$ cat src/rtl/x_flashdet_pkg.sv
// Shared flash constants: detector FSM encoding alongside the flash generator's states.
// Pure declarations; no timing, no backpressure.
package x_flashdet_pkg;

  localparam logic [2:0] ST_IDLE  = 3'd0;
  localparam logic [2:0] ST_QUAL  = 3'd1;
  localparam logic [2:0] ST_FLASH = 3'd2;
  localparam logic [2:0] ST_TAIL  = 3'd3;
  localparam logic [2:0] ST_HELD  = 3'd4;

  localparam logic [1:0] FG_OFF = 2'd0;
  localparam logic [1:0] FG_ON  = 2'd1;
  localparam logic [1:0] FG_GAP = 2'd2;

endpackage

$ cat src/rtl/x_sync2.sv
// Two-flop synchronizer for a single asynchronous level.
// Latency 2 clocks; no backpressure.
module x_sync2 (
  input  logic clock,
  input  logic reset_n,
  input  logic d,
  output logic q
);

  logic s1;

  always_ff @(posedge clock or negedge reset_n) begin
    if (!reset_n) begin
      s1 <= 1'b0;
      q  <= 1'b0;
    end else begin
      s1 <= d;
      q  <= s1;
    end
  end

endmodule

$ cat src/rtl/x_flashdet.sv
// Flash pulse qualifier/length checker with registered strobes and saturating event count.
// Event 2+MINW clocks after din first samples high; no backpressure (strobes are fire-and-forget).
module x_flashdet
  import x_flashdet_pkg::*;
#(
  parameter int MXCNT = 19,
  parameter int MINW  = 4,
  parameter int TAILW = 16,
  parameter int CNTW  = 16
) (
  input  logic            clock,
  input  logic            reset_n,
  input  logic            din,
  input  logic            clr_cnt,
  output logic            evt,
  output logic            done,
  output logic            err_short,
  output logic            glitch,
  output logic            held,
  output logic            busy,
  output logic [CNTW-1:0] evt_cnt
);

  localparam int TW = $clog2(TAILW + 1);
  localparam logic [MXCNT:0] MINW_C = (MXCNT + 1)'(MINW);
  localparam logic [MXCNT:0] FULL_C = {1'b1, {MXCNT{1'b0}}};
  localparam logic [TW-1:0]  TAIL_C = TW'(TAILW);

  logic            din_s;
  logic [2:0]      state, state_nx;
  logic [MXCNT:0]  wcnt, wcnt_nx;
  logic [TW-1:0]   tcnt, tcnt_nx;
  logic            evt_nx, done_nx, err_nx, glitch_nx;

  x_sync2 u_sync (
    .clock   (clock),
    .reset_n (reset_n),
    .d       (din),
    .q       (din_s)
  );

  always_comb begin
    state_nx  = state;
    wcnt_nx   = wcnt;
    tcnt_nx   = tcnt;
    evt_nx    = 1'b0;
    done_nx   = 1'b0;
    err_nx    = 1'b0;
    glitch_nx = 1'b0;
    case (state)
      ST_IDLE: begin
        wcnt_nx = '0;
        tcnt_nx = '0;
        if (din_s) state_nx = ST_QUAL;
      end
      ST_QUAL: begin
        if (!din_s) begin
          glitch_nx = 1'b1;
          state_nx  = ST_IDLE;
          wcnt_nx   = '0;
        end else begin
          wcnt_nx = wcnt + 1'b1;
          if (wcnt_nx == MINW_C) begin
            evt_nx   = 1'b1;
            state_nx = ST_FLASH;
          end
        end
      end
      ST_FLASH: begin
        if (!din_s) begin
          err_nx   = 1'b1;
          state_nx = ST_IDLE;
          wcnt_nx  = '0;
        end else begin
          // Counter stops at 2^MXCNT; the MSB alone marks a full-length flash.
          if (wcnt != FULL_C) wcnt_nx = wcnt + 1'b1;
          if (wcnt_nx == FULL_C) begin
            state_nx = ST_TAIL;
            tcnt_nx  = '0;
          end
        end
      end
      ST_TAIL: begin
        if (!din_s) begin
          done_nx  = 1'b1;
          state_nx = ST_IDLE;
          wcnt_nx  = '0;
          tcnt_nx  = '0;
        end else begin
          tcnt_nx = tcnt + 1'b1;
          if (tcnt_nx == TAIL_C) state_nx = ST_HELD;
        end
      end
      ST_HELD: begin
        if (!din_s) begin
          state_nx = ST_IDLE;
          wcnt_nx  = '0;
          tcnt_nx  = '0;
        end
      end
      default: begin
        state_nx = ST_IDLE;
        wcnt_nx  = '0;
        tcnt_nx  = '0;
      end
    endcase
  end

  always_ff @(posedge clock or negedge reset_n) begin
    if (!reset_n) begin
      state     <= ST_IDLE;
      wcnt      <= '0;
      tcnt      <= '0;
      evt       <= 1'b0;
      done      <= 1'b0;
      err_short <= 1'b0;
      glitch    <= 1'b0;
      held      <= 1'b0;
      busy      <= 1'b0;
    end else begin
      state     <= state_nx;
      wcnt      <= wcnt_nx;
      tcnt      <= tcnt_nx;
      evt       <= evt_nx;
      done      <= done_nx;
      err_short <= err_nx;
      glitch    <= glitch_nx;
      held      <= (state_nx == ST_HELD);
      busy      <= (state_nx != ST_IDLE);
    end
  end

  // Counts the registered strobe, so a clear seen while evt is high still records that event.
  always_ff @(posedge clock or negedge reset_n) begin
    if (!reset_n) begin
      evt_cnt <= '0;
    end else if (clr_cnt) begin
      evt_cnt <= evt ? CNTW'(1) : '0;
    end else if (evt && (evt_cnt != {CNTW{1'b1}})) begin
      evt_cnt <= evt_cnt + 1'b1;
    end
  end

endmodule

$ cat config.mk
export PLATFORM = sky130hd
export DESIGN_NAME = x_flashdet
export DESIGN_NICKNAME = d
export VERILOG_FILES = /design/src/rtl/x_flashdet_pkg.sv /design/src/rtl/x_sync2.sv /design/src/rtl/x_flashdet.sv
export SDC_FILE = /design/constraint.sdc
export NUM_CORES = 1
export LEC_CHECK = 0
export ABC_AREA = 1
export ABC_CLOCK_PERIOD_IN_PS = 1600
export CAP_MARGIN = 40
export CELL_PAD_IN_SITES_DETAIL_PLACEMENT = 0
export CELL_PAD_IN_SITES_GLOBAL_PLACEMENT = 1
export CORE_MARGIN = 2
export CORE_UTILIZATION = 38
export CTS_CLUSTER_SIZE = 10
export DETAILED_ROUTE_END_ITERATION = 6
export PLACE_DENSITY_LB_ADDON = 0.05
export SYNTH_ARGS = -nofsm -noshare
export SYNTH_HDL_FRONTEND = slang
export SYNTH_SLANG_ARGS = --single-unit
$ cat constraint.sdc
create_clock -name clock -period 1.6 [get_ports clock]
set_input_delay 0.16 -clock clock [delete_from_list [all_inputs] [get_ports clock]]
set_output_delay 0.16 -clock clock [all_outputs]
set_load 0.02 [all_outputs]
Word level (Yosys, flattened, before mapping)
Cells that the tools add are included.
- register bits: 52
- bits of input ports: 4
- word-level logic and storage cells: 67
- add/subtract/negate cells: 3
- eq/ne operators: 14
- muxes and demuxes: 31
- bitwise logic cells: 1
- reductions and logical operators: 6
- operators with widths (operator ; count):
    $mux 20 ; 6
    $pmux 20 s3 ; 1
    $mux 16 ; 2
    $mux 3 ; 8
    $add 20x1->20 const B ; 1
    $eq 20x20->1 const B ; 1
    $eq 20x3->1 const B ; 1
    $mux 5 ; 4
    $ne 20x20->1 const B ; 1
    $pmux 5 s4 ; 1
    $add 16x1->16 const B ; 1
    $ne 16x16->1 const B ; 1
    $pmux 3 s5 ; 1
    $mux 1 ; 8
    $eq 3x2->1 const B ; 2
    $eq 3x3->1 const B ; 2
    $ne 2x2->1 const B ; 3
    $add 5x1->5 const B ; 1
    $eq 5x5->1 const B ; 1
    $reduce_and 4->1 ; 1
    $eq 3x1->1 const B ; 1
    $logic_not 3->1 ; 1
    $reduce_bool 3->1 ; 1
    $ne 2x1->1 const B ; 1
    other kinds (4) ; 4

Logic depth before layout (Yosys ltp)
Gate-level depths: netlist of run 1.
- depth after elaboration: 9
- mapped depth: 15

Cells and area by module
From an unflattened synthesis of run 1, not the netlist that was laid out.
- cell total of the unflattened synthesis: 474
- area, all modules: 3216.8 um^2
- modules (own cells, without submodules) (module ; instances ; cells each ; area an instance (um^2) ; sequential area each (um^2)):
    x_flashdet ; 1 ; 472 ; 3166.8 ; 1251.2
    x_sync2 ; 1 ; 2 ; 50.0 ; 50.0

Worst setup path before layout of run 1
OpenSTA, ideal clock, no wires.
- path kind: flip-flop to flip-flop
- start point: register evt_cnt[0]
- end point: register evt_cnt[14]
- library setup time: 0.080 ns
- arrival: 1.834 ns
- required time: 1.520 ns
- slack: -0.313 ns
- cell stages (with the launch flop): 12
- path buffers: 0
- period minus slack after synthesis: 1.913 ns
- cell sequence: dfrtp_1 ha_1 nand3_1 nor2_1 nand3_1 nand2_1 nor3_1 nand2_1 nor2_1 nand2_1 nor2_1 a2bb2oi_1
- cells in the longest elaborated chain, start to end: 3
- elaborated cells between the ends (all ways): 6
- classes of those cells: 1 x add/sub; 1 x eq/ne; 2 x mux; 2 x reduce/logical
- RTL lines (what ; line ; RTL):
    start, declared ; x_flashdet.sv:21 ; output logic [CNTW-1:0] evt_cnt
    start signal, assigned ; x_flashdet.sv:138 ; evt_cnt <= evt ? CNTW'(1) : '0;
    start signal, assigned ; x_flashdet.sv:140 ; evt_cnt <= evt_cnt + 1'b1;
    $add 16x1->16 / $ne 16x16->1 (equally long branches) ; x_flashdet.sv:140, x_flashdet.sv:139 ;
    $mux 16 / $logic_and 1x1->1 (equally long branches) ; x_flashdet.sv:139 ; end else if (evt && (evt_cnt != {CNTW{1'b1}})) begin
    $mux 16 / $reduce_bool 2->1 (equally long branches) ; n/a ;
Several ways; a longest one is shown, not always the timed one. The select of a mux whose other input is x is not followed.
A chain may end at the register's enable or synchronous reset.

Worst setup path in the final report of run 1
- start point: register wcnt[1]
- end point: register tcnt[4]
- cells in the longest elaborated chain, start to end: 7
- elaborated cells between the ends (all ways): 8
- classes of those cells: 1 x add/sub; 3 x eq/ne; 3 x mux; 1 x reduce/logical
- RTL lines (what ; line ; RTL):
    start, declared ; x_flashdet.sv:31 ; logic [MXCNT:0] wcnt, wcnt_nx;
    start signal, assigned ; x_flashdet.sv:122 ; wcnt <= wcnt_nx;
    $add 20x1->20 / $ne 20x20->1 (equally long branches) ; x_flashdet.sv:76 ; if (wcnt != FULL_C) wcnt_nx = wcnt + 1'b1;
    $mux 20 (*) ; x_flashdet.sv:76 ;
    $mux 20 (*) ; x_flashdet.sv:70 ; if (!din_s) begin
    $mux 20 (*) ; x_flashdet.sv:50 ; case (state)
    $eq 20x20->1 (*) ; x_flashdet.sv:77 ; if (wcnt_nx == FULL_C) begin
    $ne 2x2->1 (no line) (*) ; n/a ;
    $reduce_and 4->1 (no line) (*) ; n/a ;
    end signal, assigned ; x_flashdet.sv:123 ; tcnt <= tcnt_nx;
    end, declared ; x_flashdet.sv:32 ; logic [TW-1:0] tcnt, tcnt_nx;
Every way passes the cells marked *; elsewhere a longest branch is shown, timed or not. The select of a mux whose other input is x is not followed.

==> metrics.sh, run 1 <==
STATUS='finished with violations'
FAILED_CHECKS='negative setup slack'
CLOCK_NETWORK_LATENCY_TO_THE_LATER_PIN_OF_THE_WORST_SKEW_PAIR_NS=0.32
AREA_GROWTH_SYN_TO_LAYOUT_PCT=58.11
DESIGN.DIE.AREA_MM2=0.009282
ROUTABILITYCONGESTION=0.8760
CLOCK_PATH_BUFFERS=2
DRT_INITIAL_VIOLATIONS=160
GLOBALROUTE.TOTALOVERFLOW=0
REG2REGPATHDEPTH=13
TOTAL_LEAKAGE_POWER_nW=2.564
SYNTH.CELL_AREA_MM2=0.003241
SYNTH-EDFF-COUNT=0
DETAIL_ROUTE.WL_PER_CELL_UM=13.44
TOP_LEVEL_PORTS=26
CTS_MAX_LEVEL=2
WORST_IR_DROP_VDD_uV=391.0
STARTING_DENSITY_OF_THE_CORE_PCT=39.24
PRECTSSETUPSLACK_NS=-0.4544
NUM_VIAS=3549
MAX_FREQ_GHz=0.5115
WORST-ENDPOINT-REQUIRED_NS=1.81
POSTSYNTHREGISTERBITS=52
POST_ROUTE_CELLS_DRIVE_ABOVE_1_SHARE_PCT=40.48
CTS_TREE='built'
DRT_WL_TOTAL_MM=9.814
ROUTE.ANTENNA.REMAINING_NETS=0
POSTLAYOUTCELLAREA_MM2=0.005124
COUNT_OF_INPUT_AND_OUTPUT_BUFFERS=25
FLOORPLAN.ROWS=33
HOLD_PATH_DEPTH=1
LAYOUT.FILLER_CELLS=775
TOTALNEGATIVESETUPSLACK_NS=-4.070
STDCELL_COUNT=730
WORST-ENDPOINT-ARRIVAL_NS=2.17
FINAL_MAX_SLEW_VIOL_COUNT=0
NETS_IN_THE_SYNTHESIZED_NETLIST=475
DRT-VIAS-PER-INSTANCE=4.862
START_KIND='register'
MOSTFREQUENTLAYOUTCELL='sky130_fd_sc_hd__buf_4'
CRITICAL_PATH.ENDPOINT_TYPE='register'
SYNTHCELLS=467
FINAL_CRITICAL_PATH_SETUP_SLACK_NS=-0.3551
MOST_INSTANTIATED_FLIP_FLOP_CELL_IN_THE_SYNTHESIS_NETLIST='sky130_fd_sc_hd__dfrtp_1'
DRCVIOLATIONCOUNT=0
MOST-COMMON-LAYOUT-CELLS='118 x sky130_fd_sc_hd__buf_4, 88 x sky130_fd_sc_hd__nand2_1, 59 x sky130_fd_sc_hd__inv_1'
YS_SEQ_AREA_SHARE_PCT=40.15
SETUP_REPAIR_AFTER_GLOBAL_ROUTING_MISSED_ITS_MARGIN='true'
FIN_NETS=632
GRT_FIRST_PASS_WIRELENGTH_MM=16.09
AVGSYNTHCELLAREA_UM2=6.939
CORE_MM2=0.008258
FINAL.MIN_CLOCK_PERIOD_NS=1.955
SYNTHDISTINCTLIBCELLS=31
PLACED_CELLS=706
TIMING_WORST_SLEW_PIN_VALUE_NS=0.5332
YOSYS_WARNS=0
STANDARD_CELL_AREA_AFTER_DETAILED_PLACEMENT_MM2=0.004534
CRITICAL_PATH_FANOUTS_MAX=5
TRITONCTS.NUM_BUFFERS=5
SYNTH_ASYNC_SR_FLOP_SHARE_PCT=100.0
MIN_PERIOD_OVER_PERIOD_PCT=122.2
FINAL_HOLD_VIOL_COUNT=0
VIA_COUNT_OF_THE_FIRST_GLOBAL_ROUTING_PASS=3437
CLOCK_TREE_ROOT_DRIVER_CELL='sky130_fd_sc_hd__clkbuf_8'
DP_WIRELENGTH_MM=7.253
DETAIL_ROUTE.FIRST_PASS.ITERATIONS=4
GRT_UTIL_ALL_LAYERS_PCT=22.26
FP.DIEH_UM=96.35
FIN_UTIL_PCT=62.05
CLOCK-SINKS=52
GRT_MAX_DEGREE=53
HOLD_PATH_CLASS='in -> reg'
FIN_WORST_SKEW_NS=0.009143
DIE_X_UM=96.35
CRIT_TYPE='reg -> reg'
SETUP_VIOL=27
ANTENNA_VIOLATIONS_BEFORE_REPAIR=0
WORST_SETUP_HOLD_PATH_CLK_SLEW_NS=0.10
NUM_ANTENNA_CELLS=0
POWER-PER-CELL-AREA_mW_PER_MM2=469.3
NUMBER_OF_MAXIMUM_CAPACITANCE_CONSTRAINT_VIOLATIONS=0
SLEW_HEADROOM_PCT=64.41
[routing by layer]
layer | vias up | routed length [um] | global-route usage, %
li1 | 1831 | - | -
met1 | 1679 | 4985 | 31.72
met2 | 33 | 4574 | 36.52
met3 | 6 | 183 | 2.897
met4 | 0 | 70 | 4.108
met5 | - | 0 | 0
[cell usage after synthesis (5+ instances only)]
cell type                  number  area [um^2]
sky130_fd_sc_hd__nand4_1       16        100.1
sky130_fd_sc_hd__a21oi_1       10        50.05
sky130_fd_sc_hd__dfrtp_1       52         1301
sky130_fd_sc_hd__o22ai_1       12        75.07
sky130_fd_sc_hd__nor3_1        12        60.06
sky130_fd_sc_hd__nand2_2       11        68.82
sky130_fd_sc_hd__nor2_1        77        289.0
sky130_fd_sc_hd__inv_1         66        247.7
sky130_fd_sc_hd__nand2_1      103        386.6
sky130_fd_sc_hd__o21ai_0       29        145.1
sky130_fd_sc_hd__nor2_4         5        56.30
sky130_fd_sc_hd__clkbuf_1       5        18.77
sky130_fd_sc_hd__nand3_1       38        190.2
[through the flow]
stage                     power [mW]  hold slack [ns]
after floorplan                1.464          -0.1356
after global placement         1.598           0.1798
after detailed placement       1.598           0.1811
after CTS                      2.437           0.2670
after global routing           2.534           0.2583
final                          2.404           0.2878
[worst max-delay path, stage by stage, from the launching register on]
cell and delay [ns]:
sky130_fd_sc_hd__dfrtp_2 0.44, sky130_fd_sc_hd__ha_4 0.18, sky130_fd_sc_hd__nand2_1 0.08, sky130_fd_sc_hd__nor2_2 0.15, sky130_fd_sc_hd__nand2_2 0.10, sky130_fd_sc_hd__o21ai_2 0.15, sky130_fd_sc_hd__nand2_2 0.08, sky130_fd_sc_hd__nor2_4 0.10
sky130_fd_sc_hd__nand2_1 0.09, sky130_fd_sc_hd__nand3b_1 0.17, sky130_fd_sc_hd__nand2_1 0.08, sky130_fd_sc_hd__nand2_2 0.09, sky130_fd_sc_hd__nand2_1 0.08, sky130_fd_sc_hd__nand2_1 0.05
[flip-flops by register name, indices dropped and copies added, names as in the netlist]
signal,count
held,1
u_sync.q,1
tcnt,5
glitch,1
evt,1
wcnt,20
done,1
state,3
u_sync.s1,1
busy,1
err_short,1
evt_cnt,16
[cell type report]
class	instances	area, um^2	area share, %
inverter	67	254.0	4.957
tap	105	131.4	2.564
multi-input combinational	342	2038	39.78
clock inverter	3	22.52	0.4396
sequential	52	1310	25.57
clock buffer	5	68.82	1.343
timing repair buffer	156	1299	25.35
[cells by family (layout without fill, tap and decap cells)]
| kind of cell | Yosys count | count (layout) | synth area share, % |
|---|---|---|---|
| AO/OA/AOI/OAI | 57 | 57 | 9.768 |
| XOR/XNOR | 5 | 5 | 1.351 |
| adder cells (fa/ha/maj) | 4 | 4 | 1.544 |
| buffers and inverters | 73 | 231 | 8.494 |
| flip-flops | 52 | 52 | 40.15 |
| AND/OR/NAND/NOR | 276 | 276 | 38.69 |
[final timing paths]
path | slack (ns) | to | from
setup reg to reg | -0.36 | tcnt[4] | wcnt[1]
setup / recovery | -0.36 | tcnt[4] | wcnt[1]
max in group asynchronous | 0.96 | evt_cnt[2] | reset_n
hold / removal | 0.29 | u_sync.s1 | din
hold reg to reg | 0.36 | u_sync.q | u_sync.s1
min in group asynchronous | 0.34 | wcnt[13] | reset_n
[timing repair]
action / 4_1_cts / 5_1_grt
hold buffers: 1 / 0
setup buffers: 12 / 9
endpoints found under the setup margin: 38 / 46
pin swaps: 33 / 39
gates resized for setup: 68 / 61
endpoints found under the hold margin: 52 / 0
[power by group]
| group | switching, mW | internal (mW) | total [mW] |
|---|---|---|---|
| Sequential | 0.0116 | 1.33 | 1.34 |
| Clock | 0.485 | 0.315 | 0.800 |
| Combinational | 0.155 | 0.109 | 0.265 |
Power figures use the tool's default switching activity.
==> run 2, diff against run 1 <==
--- a/config.mk
+++ b/config.mk
@@ -10,7 +10,7 @@
 export CAP_MARGIN = 40
 export CELL_PAD_IN_SITES_DETAIL_PLACEMENT = 0
 export CELL_PAD_IN_SITES_GLOBAL_PLACEMENT = 1
-export CORE_MARGIN = 2
+export CORE_MARGIN = 1.5
 export CORE_UTILIZATION = 38
 export CTS_CLUSTER_SIZE = 10
 export DETAILED_ROUTE_END_ITERATION = 6
==> run 2 against run 1 <==
  * The flow still finishes with violations (negative setup slack)
  * Non-clock buffer count increased by 4
  * Via count increased by 2.3%
  * Routed wire length increased by 5.7%
  * Largest power group unchanged
==> metrics.sh, run 2 (synthesis results as in run 1) <==
STATUS='finished with violations'
FAILED_CHECKS='negative setup slack'
DRCVIOLATIONCOUNT=0
SETUP_VIOL=30
MULTI_INPUT_COMB_AREA_MM2=0.002143
MOST-COMMON-LAYOUT-CELLS='116 x sky130_fd_sc_hd__buf_4, 80 x sky130_fd_sc_hd__nand2_1, 56 x sky130_fd_sc_hd__inv_1'
TOTALNEGATIVESETUPSLACK_NS=-5.649
TOP_LEVEL_PORTS=26
NUM_ANTENNA_CELLS=0
VIA_COUNT_OF_THE_FIRST_GLOBAL_ROUTING_PASS=3635
FINAL_HOLD_VIOL_COUNT=0
TRITONCTS.NUM_BUFFERS=5
DESIGN.DIE.AREA_MM2=0.009091
ROUTABILITYCONGESTION=0.8530
DRT_WL_TOTAL_MM=10.37
SETUP_REPAIR_AFTER_GLOBAL_ROUTING_MISSED_ITS_MARGIN='true'
WORST_SETUP_HOLD_PATH_CLK_SLEW_NS=0.10
FIN_NETS=636
REG_TOP3='wcnt (20), evt_cnt (16), tcnt (5)'
CRITICAL_PATH_FANOUTS_MAX=5
ROUTE.ANTENNA.REMAINING_NETS=0
DETAIL_ROUTE.WL_PER_CELL_UM=14.13
POWER-PER-CELL-AREA_mW_PER_MM2=460.4
POSTLAYOUTCELLAREA_MM2=0.005285
DIE_X_UM=95.35
FP.DIEH_UM=95.35
ANTENNA_VIOLATIONS_BEFORE_REPAIR=0
CRIT_TYPE='reg -> reg'
WORST-ENDPOINT-REQUIRED_NS=1.80
CLOCK_TREE_ROOT_DRIVER_CELL='sky130_fd_sc_hd__clkbuf_8'
CPPEAKSTAGEDELAY_NS=0.42
DRT-VIAS-PER-INSTANCE=4.947
DP_WIRELENGTH_MM=7.293
GLOBALROUTE.TOTALOVERFLOW=0
FIN_UTIL_PCT=64.00
NUM_VIAS=3631
MIN_PERIOD_OVER_PERIOD_PCT=132.8
POST_ROUTE_CELLS_DRIVE_ABOVE_1_SHARE_PCT=42.61
GRT_UTIL_ALL_LAYERS_PCT=23.78
FINAL_MAX_SLEW_VIOL_COUNT=0
MAX_FREQ_GHz=0.4707
AREA.SEQUENTIAL_MM2=0.001309
WORST_IR_DROP_VDD_uV=355.9
FINAL.MIN_CLOCK_PERIOD_NS=2.125
CRIT_SLOWEST_CELL='sky130_fd_sc_hd__dfrtp_1'
CRITICAL_PATH.ENDPOINT_TYPE='register'
CORE_MM2=0.008258
SLEW_HEADROOM_PCT=62.67
HOLD_PATH_CLASS='in -> reg'
DETAIL_ROUTE.FIRST_PASS.ITERATIONS=4
FIN_WORST_SKEW_NS=0.01235
FLOORPLAN.ROWS=33
LARGEST_REGISTER_BY_FLOP_COUNT='wcnt'
FINAL_CRITICAL_PATH_SETUP_SLACK_NS=-0.5247
GRT_FIRST_PASS_WIRELENGTH_MM=16.79
TOTAL_LEAKAGE_POWER_nW=2.588
LAYOUT.FILLER_CELLS=768
CTS_TREE='built'
TIMING_WORST_SLEW_PIN_VALUE_NS=0.5593
STARTING_DENSITY_OF_THE_CORE_PCT=39.24
CP_CELL_SEQUENCE='buf_6 -> buf_6 -> nand2_4 -> nor2_4 -> nand2_4 -> nor2_4 -> nor2_2 -> nor2_2 -> nand4_1 -> nor2_2 -> nand3b_1 -> nand2_2 -> nand2_4 -> nand2_1 -> nand2_1'
CLOCK_NETWORK_LATENCY_TO_THE_LATER_PIN_OF_THE_WORST_SKEW_PAIR_NS=0.31
NUMBER_OF_MAXIMUM_CAPACITANCE_CONSTRAINT_VIOLATIONS=0
MOSTFREQUENTLAYOUTCELL='sky130_fd_sc_hd__buf_4'
CLOCK_PATH_BUFFERS=2
COUNT_OF_INPUT_AND_OUTPUT_BUFFERS=25
DRT_INITIAL_VIOLATIONS=172
CTS_MAX_LEVEL=2
PRECTSSETUPSLACK_NS=-0.6021
LARGEST_REG_FLOPS=20
CLOCK-SINKS=52
AREA_GROWTH_SYN_TO_LAYOUT_PCT=63.09
WORST-ENDPOINT-ARRIVAL_NS=2.33
STANDARD_CELL_AREA_AFTER_DETAILED_PLACEMENT_MM2=0.004519
GRT_MAX_DEGREE=53
HOLDWS_NS=0.2875
START_KIND='register'
==> run 2: cell count changes in the layout (fill, tap and decap cells not counted), moves of 2 or more <==
cell / delta
sky130_fd_sc_hd__o22ai_2: +4
sky130_fd_sc_hd__nor2_4: +5
sky130_fd_sc_hd__nor2_2: -6
sky130_fd_sc_hd__nand2_2: +3
sky130_fd_sc_hd__buf_4: -2
sky130_fd_sc_hd__buf_6: +5
sky130_fd_sc_hd__dlymetal6s2s_1: -2
sky130_fd_sc_hd__nand2_4: +5
sky130_fd_sc_hd__inv_2: +3
sky130_fd_sc_hd__inv_1: -3
sky130_fd_sc_hd__clkdlybuf4s50_1: +3
sky130_fd_sc_hd__o22ai_1: -4
sky130_fd_sc_hd__nand2_1: -8
==> run 2: worst max-delay path: cells and delay by family, from the launching register on <==
kind | cells | cell delay, ns
buf+inv | 2 | 0.22
flops | 1 | 0.42
simple gates | 13 | 1.39
==> run 2: worst paths after layout <==
check / from / endpoint / slack [ns] / depth (start not counted)
min reg2reg: u_sync.s1 / u_sync.q / 0.36 / 0
max reg2reg: wcnt[1] / tcnt[0] / -0.52 / 15
max in group asynchronous: reset_n / wcnt[2] / 0.95 / 3
min in group asynchronous: reset_n / wcnt[13] / 0.36 / 3
max: wcnt[1] / tcnt[0] / -0.52 / 15
min: din / u_sync.s1 / 0.29 / 1
==> run 2: timing repair <==
action                                  CTS  global route
hold buffers                              1             0
endpoints found under the hold margin    52             0
endpoints found under the setup margin   36            50
gates resized for setup                  68            83
setup buffers                            13            11
pin swaps                                23            35
==> run 2: area by class of cell <==
cell class	instances	share of cell area (%)
clock buffers	6	1.373
clock inverters	2	0.3078
inverters	67	4.853
multi-input cells	342	40.55
flip-flops and latches	52	24.76
well taps	105	2.486
repair buffers	160	25.66
==> run 2: metrics by stage <==
stage / std cells / power, mW
detailed placement: 704 / 1.596
global route: 734 / 2.549
floorplan: 467 / 1.464
CTS: 724 / 2.446
global placement: 704 / 1.596
finish: 734 / 2.433
==> run 2: power breakdown <==
| group | leakage, nW | switching [mW] | internal (mW) |
|---|---|---|---|
| registers | 0.707 | 0.00955 | 1.33 |
| logic | 1.84 | 0.184 | 0.128 |
| clock network | 0.0414 | 0.470 | 0.313 |
==> run 2: per-layer routing <==
layer | vias to the layer above | GRT usage, % | part of all wire, %
met4 | 0 | 6.219 | 1.4
met3 | 13 | 2.392 | 3.2
li1 | 1846 | - | -
met1 | 1723 | 32.75 | 47
met5 | - | 0 | 0
met2 | 49 | 39.66 | 48
==> RTL edit 1, RTL diff (config.mk and constraints of run 2) <==
The parameter `CNTW` goes from 16 to 8.
--- a/src/rtl/x_flashdet.sv
+++ b/src/rtl/x_flashdet.sv
@@ -7,5 +7,5 @@
   parameter int MINW  = 4,
   parameter int TAILW = 16,
-  parameter int CNTW  = 16
+  parameter int CNTW  = 8
 ) (
   input  logic            clock,
Interface: changed (resized evt_cnt); port bits go from 26 to 18. The function was not compared with the original's and may differ.
==> RTL edit 1 against run 2 <==
  * The run still ends with negative setup slack left
  * Sequential cell count is 8 lower
  * Synthesized area is 18% lower
  * Clock power is 9.2% lower
  * Total power is 13% lower
  * Count of clock-buffer cells in the layout stayed put
  * Routed wire length is 23% lower
  * Setup slack better by 0.16 ns
  * Cell area is 22% lower
  * Largest power group unchanged
==> RTL edit 1: results (changes against run 2) <==
| Metric | Value |
|---|---|
| Status | `finished, violations left` |
| Failing checks | `negative setup slack` |
| Final hold slack | `0.2918 ns (+0.004311 ns)` |
| Crit path launch | `wcnt[0]` |
| CP peak stage delay | `0.47 ns (+0.05 ns)` |
| Mapped Cells | `384 (-18%)` |
| Post-Synth XOR/XNOR Area | `1.966% (+0.61 points)` |
| Pleak | `1.982 nW (-23%)` |
| Setup WS pre-CTS | `-0.4172 ns (+0.1849 ns)` |
| Synth area leaders | `dfrtp_1, nand2_1, inv_1` |
| Worst reg2reg endpoint | `tcnt[2]` |
| DRT Pass-1 Iters | `4 (unchanged)` |
| Largest net degree at the start of global routing | `45 (-15%)` |
| Drt wl/cell | `13.51 um (-4.4%)` |
| Slowest CP cell | `dfrtp_2` |
| Sequential share of the synthesized area | `41.20% (+1.0 points)` |
| DR vias/cell | `4.742 (-4.1%)` |
| Hold path start | `din` |
| Vias in the first global route | `2587 (-29%)` |
| Worst-path fanout max | `5 (unchanged)` |
| DR iter-0 viols | `128 (-26%)` |
| Nets@finish | `505 (-21%)` |
| Hold Crit Class | `input pin to flip-flop` |
| Vias | `2817 (-22%)` |
| Detailed placement HPWL | `5.534 mm (-24%)` |
| Sequential Power | `1.14 mW (-15%)` |
| Adder-cell share of the synthesized area | `1.873% (+0.33 points)` |
| Largest registers | `wcnt x20, evt_cnt x8, tcnt x5` |
| Slew @ Worst Pin | `0.3757 ns (-0.1836 ns)` |
| Max VDD drop | `0.2893 mV (-19%)` |
| Comb. pwr | `0.265 mW (-15%)` |
| Placed inst area | `3552 sq um (-21%)` |
| First-pass GRT wire length | `12.25 mm (-27%)` |
| Setup TNS | `-4.616 ns (+1.033 ns)` |
| Gpl congestion | `0.8743 (+2.5%)` |
| Reg-to-reg slack, setup | `-0.36 ns (+0.16 ns)` |
| Clock transition at path regs | `0.08 ns (-0.02 ns)` |
| Compound-Gate Fraction of Synth Area | `12.27% (+2.5 points)` |
| Synthesized net count | `392 (-17%)` |
| Fin worst setup slack | `-0.3633 ns (+0.1614 ns)` |
| Share of layout cells above drive strength 1 | `37.35% (-5.3 points)` |
| Hold Path Sink | `u_sync.s1` |
| Synth cell types | `30 (-3.2%)` |
| Port Buffers | `17 (-32%)` |
| Int Power | `1.555 mW (-12%)` |
| # setup viols final | `23 (-23%)` |
| Combinational share of power | `12.5% (-0.3 points)` |
| Placed Cells | `564 (-20%)` |
| Std-Cell Core Area | `6794 sq um (-18%)` |
| Total track usage | `21.17% (-2.6 points)` |
| Worst EP arrival | `2.16 ns (-0.17 ns)` |
| Synth top cells by count | `nand2_1, inv_1, nor2_1` |
| Final Skew | `0.007010 ns (-0.005344 ns)` |
## RTL edit 1: final cells by class
cell class                 count  area (sq um)
fill                         635          2649
multi-input combinational    276          1655
sequential                    44          1106
timing repair buffer         111         950.9
inverter                      59         227.7
tap                           96         120.1
clock buffer                   6         72.57
clock inverter                 2         12.51
## RTL edit 1: repair_timing
item                                    in CTS  in global routing
resized for setup                            7                 87
endpoints found under the setup margin      20                 42
setup buffers                                7                 15
hold buffers                                 1                  0
pin swaps                                    9                 25
hold endpoints to repair                    44                  0
## RTL edit 1: cells by family (layout without fill, tap and decap cells)
family,count (synthesis),count (layout)
compound gates,55,55
xor+xnor,6,6
fa+ha+maj,4,4
buf+inv,64,178
flops,44,44
simple gates,211,211
## RTL edit 1: layer usage
layer | global-route usage [%] | vias up | wire, um
li1 | - | 1464 | -
met1 | 29.08 | 1299 | 3741
met2 | 34.60 | 48 | 3928
met3 | 2.938 | 6 | 286
met4 | 6.452 | 0 | 70
met5 | 0 | - | 0
==> RTL edit 2, RTL diff (config.mk and constraints of run 2) <==
Without the edit above. Register the inputs `din` and `clr_cnt` before use, with the module's reset. The logic sees them one clock later.
--- a/src/rtl/x_flashdet.sv
+++ b/src/rtl/x_flashdet.sv
@@ -27,4 +27,17 @@
   localparam logic [TW-1:0]  TAIL_C = TW'(TAILW);
 
+  logic din_q;
+  logic clr_cnt_q;
+
+  always_ff @(posedge clock or negedge reset_n) begin
+    if (!reset_n) begin
+      din_q     <= '0;
+      clr_cnt_q <= '0;
+    end else begin
+      din_q     <= din;
+      clr_cnt_q <= clr_cnt;
+    end
+  end
+
   logic            din_s;
   logic [2:0]      state, state_nx;
@@ -36,5 +49,5 @@
     .clock   (clock),
     .reset_n (reset_n),
-    .d       (din),
+    .d       (din_q),
     .q       (din_s)
   );
@@ -135,5 +148,5 @@
     if (!reset_n) begin
       evt_cnt <= '0;
-    end else if (clr_cnt) begin
+    end else if (clr_cnt_q) begin
       evt_cnt <= evt ? CNTW'(1) : '0;
     end else if (evt && (evt_cnt != {CNTW{1'b1}})) begin
Behaviour: not the same (a bounded check fails within 4 cycles, from zero or initial values and one cycle with reset_n low).
==> RTL edit 2 against run 2 <==
  * The run still ends with negative setup slack left
  * Synthesized area decreased by 0.85%
  * Via count fell by 4.2%
  * Sequential cell count rose by 2
  * Routed wire length shrank 6.2%
  * Worst hold slack worse by 0.025 ns
  * Global-route usage decreased by 0.61 points
  * Maximum frequency increased by 5.8%
  * Synthesized cell count decreased by 2.1%
  * Cell area shrank 2.0%
  * Total power is 10% higher
  * Critical path depth is 1 lower
  * Setup slack improved by 0.12 ns
  * Largest power group unchanged
==> RTL edit 2: results (changes against run 2) <==
| Metric | Value |
|---|---|
| Share of layout cells above drive strength 1 | `43.19% (+0.58 points)` |
| Placed inst area | `4413 sq um (-2.4%)` |
| Vias in the first global route | `3466 (-4.6%)` |
| Failing checks | `negative setup slack` |
| Final Skew | `0.01393 ns (+0.001579 ns)` |
| Status | `finished, violations left` |
| Synthesis-stage register bit count | `54 (+3.8%)` |
| Max VDD drop | `0.3749 mV (+5.3%)` |
| Crit path launch | `wcnt[5]` |
| Multi-input combinational area share | `40.78% (+0.23 points)` |
| Setup TNS | `-4.299 ns (+1.350 ns)` |
| Routed length on met2 | `4.632 mm (-7.1%)` |
| Non-clock buffers | `144 (-10%)` |
| Synth top cells by count | `nand2_1, nor2_1, inv_1` |
| Pleak | `2.525 nW (-2.5%)` |
| First-pass GRT wire length | `16.17 mm (-3.7%)` |
| Routed wl met3 | `248 um (-26%)` |
| Post-Synth XOR/XNOR Area | `1.090% (-0.26 points)` |
| Final clock-cell share | `1.933% (+0.25 points)` |
| Synthesized net count | `465 (-2.1%)` |
| Total track usage | `23.16% (-0.61 points)` |
| Worst EP arrival | `2.22 ns (-0.11 ns)` |
| Area of the multi-input gates | `2112 sq um (-1.5%)` |
| Synth area leaders | `dfrtp_1, nand2_1, nor2_1` |
| CP peak stage delay | `0.45 ns (+0.03 ns)` |
| # setup viols final | `23 (-23%)` |
| Filler Cells Inserted | `770 (+0.26%)` |
| DR vias/cell | `4.919 (-0.56%)` |
| Comb. pwr | `0.407 mW (+30%)` |
| GRT met1 Usage | `32.72% (-0.037 points)` |
| Postcts setup bufs | `8 (-5)` |
| Placed Cells | `677 (-3.8%)` |
| Int Power | `1.928 mW (+9.0%)` |
| Met2 GRT Util | `37.98% (-1.7 points)` |
| Adder-cell share of the synthesized area | `1.558% (+0.013 points)` |
| Mapped Cells | `457 (-2.1%)` |
| Synth cell types | `33 (+6.5%)` |
| Fin worst setup slack | `-0.4080 ns (+0.1167 ns)` |
==> RTL edit 2: cell count changes in the layout (fill, tap and decap cells not counted), sizes merged, moves of 2 or more <==
cell | run 2 | this run
buf | 135 | 119
nand2 | 115 | 129
nand3 | 40 | 31
inv | 67 | 59
nor2 | 85 | 78
nand4 | 16 | 10
o22ai | 12 | 17
nor3 | 12 | 15
a21oi | 10 | 8
clkinv | 1 | 3
dfrtp | 52 | 54
==> RTL edit 2: worst min-delay path by stage <==
stage | start | endpoint | slack (ns)
finish | clr_cnt | clr_cnt_q | 0.26
global route | clr_cnt | clr_cnt_q | 0.26
CTS | clr_cnt | clr_cnt_q | 0.26
detailed placement | reset_n | wcnt[15] | 0.19
global placement | reset_n | wcnt[15] | 0.18
floorplan | reset_n | busy | -0.14
==> RTL edit 2: logic make-up (layout without fill, tap and decap cells) <==
kind of cell / count (synthesis) / in the layout
compound gates: 59 / 59
xor+xnor: 4 / 4
fa+ha+maj: 4 / 4
buf+inv: 67 / 212
flops: 54 / 54
simple gates: 269 / 269
